`config.mk`:
```
export PLATFORM = sky130hd
export DESIGN_NAME = mem_spy_arb
export DESIGN_NICKNAME = d
export VERILOG_FILES = /design/src/rtl/mem_spy_arb.sv
export SDC_FILE = /design/constraint.sdc
export NUM_CORES = 1
export LEC_CHECK = 0
export CORE_MARGIN = 1
export CORE_UTILIZATION = 30
export DETAILED_ROUTE_END_ITERATION = 12
export GPL_TIMING_DRIVEN = 0
export PLACE_DENSITY = 0.6
export SYNTH_ARGS = -nofsm -noshare
export SYNTH_HDL_FRONTEND = slang
export SYNTH_SLANG_ARGS = --single-unit
export TNS_END_PERCENT = 50
```
`constraint.sdc`:
```
create_clock -name clk_ctrl -period 2.5 [get_ports clk_ctrl]
set_clock_uncertainty 0.2 [all_clocks]
set_input_delay 0.5 -clock clk_ctrl [delete_from_list [all_inputs] [get_ports clk_ctrl]]
set_output_delay 0.5 -clock clk_ctrl [all_outputs]
set_load 0.005 [all_outputs]
```
`src/rtl/mem_spy_arb.sv`:
```
// mem_spy_arb: round-robin arbiter turning remote memory accesses into 2-beat NoC packets, blocking the port until unblock or timeout
module mem_spy_arb #(
  parameter int NUM_CH    = 2,
  parameter int XY_SZ     = 3,
  parameter int OFFSET_SZ = 12,
  parameter int TIMEOUT   = 4096,
  parameter int ERRCNT_W  = 8
) (
  input  logic                   clk_ctrl,
  input  logic                   clk_ctrl_rst_high,
  input  logic [2*XY_SZ-1:0]     HsrcId,
  input  logic [NUM_CH-1:0]      mem_valid,
  input  logic [NUM_CH*32-1:0]   mem_addr,
  input  logic [NUM_CH*32-1:0]   mem_wdata,
  input  logic [NUM_CH*4-1:0]    mem_wstrb,
  input  logic [NUM_CH-1:0]      local_mem,
  output logic [NUM_CH-1:0]      mem_ready,
  output logic [NUM_CH-1:0]      mem_err,
  input  logic                   unblock,
  output logic                   spy_idle,
  output logic [ERRCNT_W-1:0]    err_cnt,
  input  logic                   stream_out_TREADY,
  output logic                   stream_out_TVALID,
  output logic [31:0]            stream_out_TDATA,
  output logic [3:0]             stream_out_TKEEP,
  output logic                   stream_out_TLAST
);
  localparam int GW = NUM_CH > 1 ? $clog2(NUM_CH) : 1;
  localparam int TW = TIMEOUT > 1 ? $clog2(TIMEOUT) : 1;
  typedef enum logic [1:0] {IDLE, HDR, PAY, WAIT} state_t;
  state_t state_q, state_d;
  logic [GW-1:0] rr_q, rr_d, gnt_q, gnt_d, sel;
  logic [TW-1:0] timer_q, timer_d;
  logic [ERRCNT_W-1:0] errc_q, errc_d;
  logic [NUM_CH-1:0] rdy_q, rdy_d, err_q, err_d, elig;
  logic [31:0] hdr_q, hdr_d, pay_q, pay_d, a;
  logic [3:0] keep_q, keep_d, s;
  logic any, tmo;
  logic unused_addr;
  assign unused_addr = ^mem_addr;
  always_comb begin
    elig = mem_valid & ~local_mem & ~rdy_q;
    sel = '0;
    any = 1'b0;
    for (int k = NUM_CH - 1; k >= 0; k--)
      if (elig[(int'(rr_q) + k) % NUM_CH]) begin
        sel = GW'((int'(rr_q) + k) % NUM_CH);
        any = 1'b1;
      end
    a = mem_addr[32*int'(sel) +: 32];
    s = mem_wstrb[4*int'(sel) +: 4];
    tmo = TIMEOUT != 0 && timer_q == TW'(TIMEOUT - 1);
    state_d = state_q;
    rr_d = rr_q;
    gnt_d = gnt_q;
    hdr_d = hdr_q;
    pay_d = pay_q;
    keep_d = keep_q;
    timer_d = state_q == WAIT ? timer_q + 1'b1 : '0;
    rdy_d = '0;
    err_d = '0;
    errc_d = errc_q;
    case (state_q)
      IDLE: if (any) begin
        state_d = HDR;
        gnt_d = sel;
        rr_d = int'(sel) == NUM_CH - 1 ? '0 : sel + 1'b1;
        hdr_d = 32'({1'b0, |s ? 3'd7 : 3'd6, |s && s != 4'hF, HsrcId, a[OFFSET_SZ-1:0],
                     a[OFFSET_SZ+XY_SZ +: XY_SZ], a[OFFSET_SZ +: XY_SZ]});
        pay_d = |s ? mem_wdata[32*int'(sel) +: 32] : '0;
        keep_d = |s ? s : 4'hF;
      end
      HDR: state_d = stream_out_TREADY ? PAY : HDR;
      PAY: state_d = stream_out_TREADY ? WAIT : PAY;
      WAIT: if (unblock || tmo) begin
        // unblock takes priority over a timeout landing on the same cycle
        state_d = IDLE;
        rdy_d[gnt_q] = 1'b1;
        err_d[gnt_q] = ~unblock;
        errc_d = unblock || &errc_q ? errc_q : errc_q + 1'b1;
      end
      default: state_d = IDLE;
    endcase
  end
  always_ff @(posedge clk_ctrl) begin
    if (clk_ctrl_rst_high) begin
      state_q <= IDLE;
      rr_q <= '0;
      gnt_q <= '0;
      timer_q <= '0;
      errc_q <= '0;
      rdy_q <= '0;
      err_q <= '0;
      hdr_q <= '0;
      pay_q <= '0;
      keep_q <= '0;
    end else begin
      state_q <= state_d;
      rr_q <= rr_d;
      gnt_q <= gnt_d;
      timer_q <= timer_d;
      errc_q <= errc_d;
      rdy_q <= rdy_d;
      err_q <= err_d;
      hdr_q <= hdr_d;
      pay_q <= pay_d;
      keep_q <= keep_d;
    end
  end
  assign mem_ready = rdy_q;
  assign mem_err = err_q;
  assign err_cnt = errc_q;
  assign spy_idle = state_q == IDLE;
  assign stream_out_TVALID = state_q == HDR || state_q == PAY;
  assign stream_out_TLAST = state_q == PAY;
  assign stream_out_TDATA = state_q == HDR ? hdr_q : state_q == PAY ? pay_q : '0;
  assign stream_out_TKEEP = state_q == HDR ? 4'hF : state_q == PAY ? keep_q : '0;
endmodule

```
==> impl_metrics.tcl <==
set metrics [dict create \
    io_pins 201 \
    r2r_slack_ns 0.15 \
    crit_start "state_q[0]" \
    routed_wl_um 15500 \
    die_w_um 126 \
    r2r-end "err_cnt[5]" \
    finalMaxSlewViolations 0 \
    postCtsHoldBufs 0 \
    ys_types 46 \
    worst_r2r_path_depth 6 \
    tightest_slew_ns 0.662 \
    track_usage_pct 19.8 \
    ant_nets 0 \
    antenna_cells 0 \
    ir_drop_uv 331 \
    cts_tree "done" \
    hold_violations 0 \
    crit_path_start_kind "flop" \
    synthToLayoutAreaGrowth_pct 53.5 \
    drive_gt1_share_pct 10.6 \
    synth_edf_count 0 \
    clkTransAtPathRegs_ns 0.06 \
    synth_top_area_share_pct 39.6 \
    grt_max_degree 15 \
    yosysWarnings 0 \
    dr.pass1.iters 5 \
    r2r-start "timer_q[0]" \
    grt_pass1_vias 4796 \
    synth_commonest_cells "91 x dfxtp_1, 73 x nand2_1, 55 x mux2i_1" \
    cts_inserted_buffers 9 \
    rsz0062_at_grt "yes" \
    crit_fanout 6 \
    syn-num-nets 690 \
    n_fill_cell 1445 \
    p_per_area_nw_per_um2 536 \
    hold_class "reg -> reg" \
    die_area_um2 15800 \
    fin_area_um2 7070 \
    io_buffers 171 \
    setup-violations-final 0 \
    setup_ws_ns 0.0651 \
    synth_cells 534 \
    crit_type "reg -> out" \
    netlist_area_um2 4600 \
    clk_latency_ns 0.34 \
    synth_most_common_cell "dfxtp_1" \
    syn_avg_cell_area_um2 8.62 \
    status "completed" \
    relSlewSlack_pct 55.6 \
    placed_cell_area_um2 6550 \
    synth-seq-cells 91 \
    ys_top_cells_by_area "dfxtp_1 40%, mux2i_1 12%, o31ai_1 6.2%, nand2_1 6.0%, nand3b_1 5.7%" \
    hold_depth 2 \
    start_util_pct 31.2 \
    critPathRequiredTime_ns 1.80 \
    synth_area_leader_cell "dfxtp_1" \
    grt.overflow.total 0 \
    drt_iter0_drc 227 \
    dp_cells 889 \
    synthArstFlopShare_pct 0 \
    crit_path_end "stream_out_TDATA[24]" \
    fin_crit_sh_pct 97.4 \
    fp-row-count 44 \
    fmax_mhz 411 \
    final_nets 880 \
    drc 0 \
    p_leak_nw 2.63 \
    hpwlAfterDp_um 11800 \
    pre_cts_ws_ns -0.609 \
    die_h_um 126 \
    fin_cells 913 \
    post_drt_via_cell_ratio 5.12 \
    numClockSinks 91 \
    grt_pass1_wl_um 24600 \
    synth_seq_area_share_pct 39.6 \
    antenna_found_initial 0 \
    fin_hold_ws_ns 0.260 \
    synth_ff_type "dfxtp_1" \
    cts_max_level 3 \
    wl_per_cell_um 17.0 \
    cts_buffer_depth 2 \
    worstSetupEndpointType "output port" \
    core_region_area_um2 14800 \
    p_total_mw 3.78 \
    vias 4679 \
    arrival_ns 1.73 \
    cap_viol_max_count 0 \
    root_buffer "clkbuf_16" \
    place.gp.congestion 0.829 \
    min_period_ns 2.43 \
]
-- sequential cells by signal, indices dropped and copies added (netlist names), 2 cells and up, named ones only --
name       cells
timer_q       12
keep_q         4
mem_ready      2
err_cnt        8
pay_q         32
mem_err        2
hdr_q         27
-- cell families after synthesis --
kind of cell / after synthesis / share of synthesized area (%)
AO/OA/AOI/OAI: 125 / 18.1
multiplexers: 55 / 12.0
flip-flops: 91 / 39.6
buffers and inverters: 50 / 4.78
XOR/XNOR: 8 / 1.52
AND/OR/NAND/NOR: 199 / 22.4
adder cells (fa/ha/maj): 6 / 1.63
-- critical path, cell delays in order (launching register included) --
cell,delay [ns]
dfxtp_4,0.37
inv_2,0.10
ha_4,0.19
clkbuf_8,0.16
buf_4,0.13
nand2_1,0.05
o21ai_1,0.13
dlygate4sd2_1,0.26
-- stage by stage --
| step | setup TNS, ns | utilization (%) |
|---|---|---|
| floorplan | 0 | - |
| global placement | -39.03 | 44.4 |
| detailed placement | -39.36 | 44.4 |
| CTS | -0.246 | 47.7 |
| global route | -0.0492 | 47.9 |
| finish | 0 | 47.9 |
-- report_power, final --
part           leakage, nW  switching, mW  total (mW)  internal (mW)
sequential           0.746         0.0600        1.62           1.56
combinational         1.74          0.379       0.802          0.422
clock                0.152          0.575        1.37          0.793
total                 2.63           1.01        3.78           2.77
-- cells in the final DEF (no fill, tap or decap), types with 8 or more instances in the layout --
cell type        instances
a211oi_1                23
a21oi_1                 18
buf_4                    8
clkbuf_1                17
clkbuf_16               10
clkbuf_2                 8
clkdlybuf4s50_1        135
dfxtp_1                 89
dlygate4sd2_1           28
mux2i_1                 55
nand2_1                 73
nand3_1                  9
nand3b_1                35
nor2_1                  40
o21ai_0                 18
o21ai_1                 10
o31ai_1                 38
-- how the worst min path moves through the flow --
stage,start,endpoint,slack (ns)
after floorplan,gnt_q,mem_ready[0],0.23
after global placement,hdr_q[20],hdr_q[20],0.24
after detailed placement,hdr_q[20],hdr_q[20],0.25
after CTS,hdr_q[20],hdr_q[20],0.26
after global routing,hdr_q[22],hdr_q[22],0.28
final,hdr_q[20],hdr_q[20],0.26
-- metal layers --
layer | vias up | wire [um] | GRT usage (%)
li1 | 2311 | - | -
met1 | 2198 | 6880 | 24.2
met2 | 157 | 7530 | 34.0
met3 | 13 | 863 | 4.97
met4 | 0 | 262 | 6.80
met5 | - | 0 | 0
-- layout make-up --
cell class,instances,area [um^2],share of cell area [%]
multi-input cells,393,2650,37.6
clock buffers,10,239,3.38
well taps,184,230,3.26
flip-flops and latches,91,1830,25.9
inverters,8,32.5,0.460
repair buffers,180,1740,24.7
plain buffers,41,284,4.02
clock inverters,6,55.1,0.779
-- what timing repair did --
item / CTS / global route
pin swaps: 3 / 2
gates resized for setup: 90 / 32
setup buffers: 9 / 0
setup endpoints to repair: 83 / 69
Power figures use the tool's default switching activity.
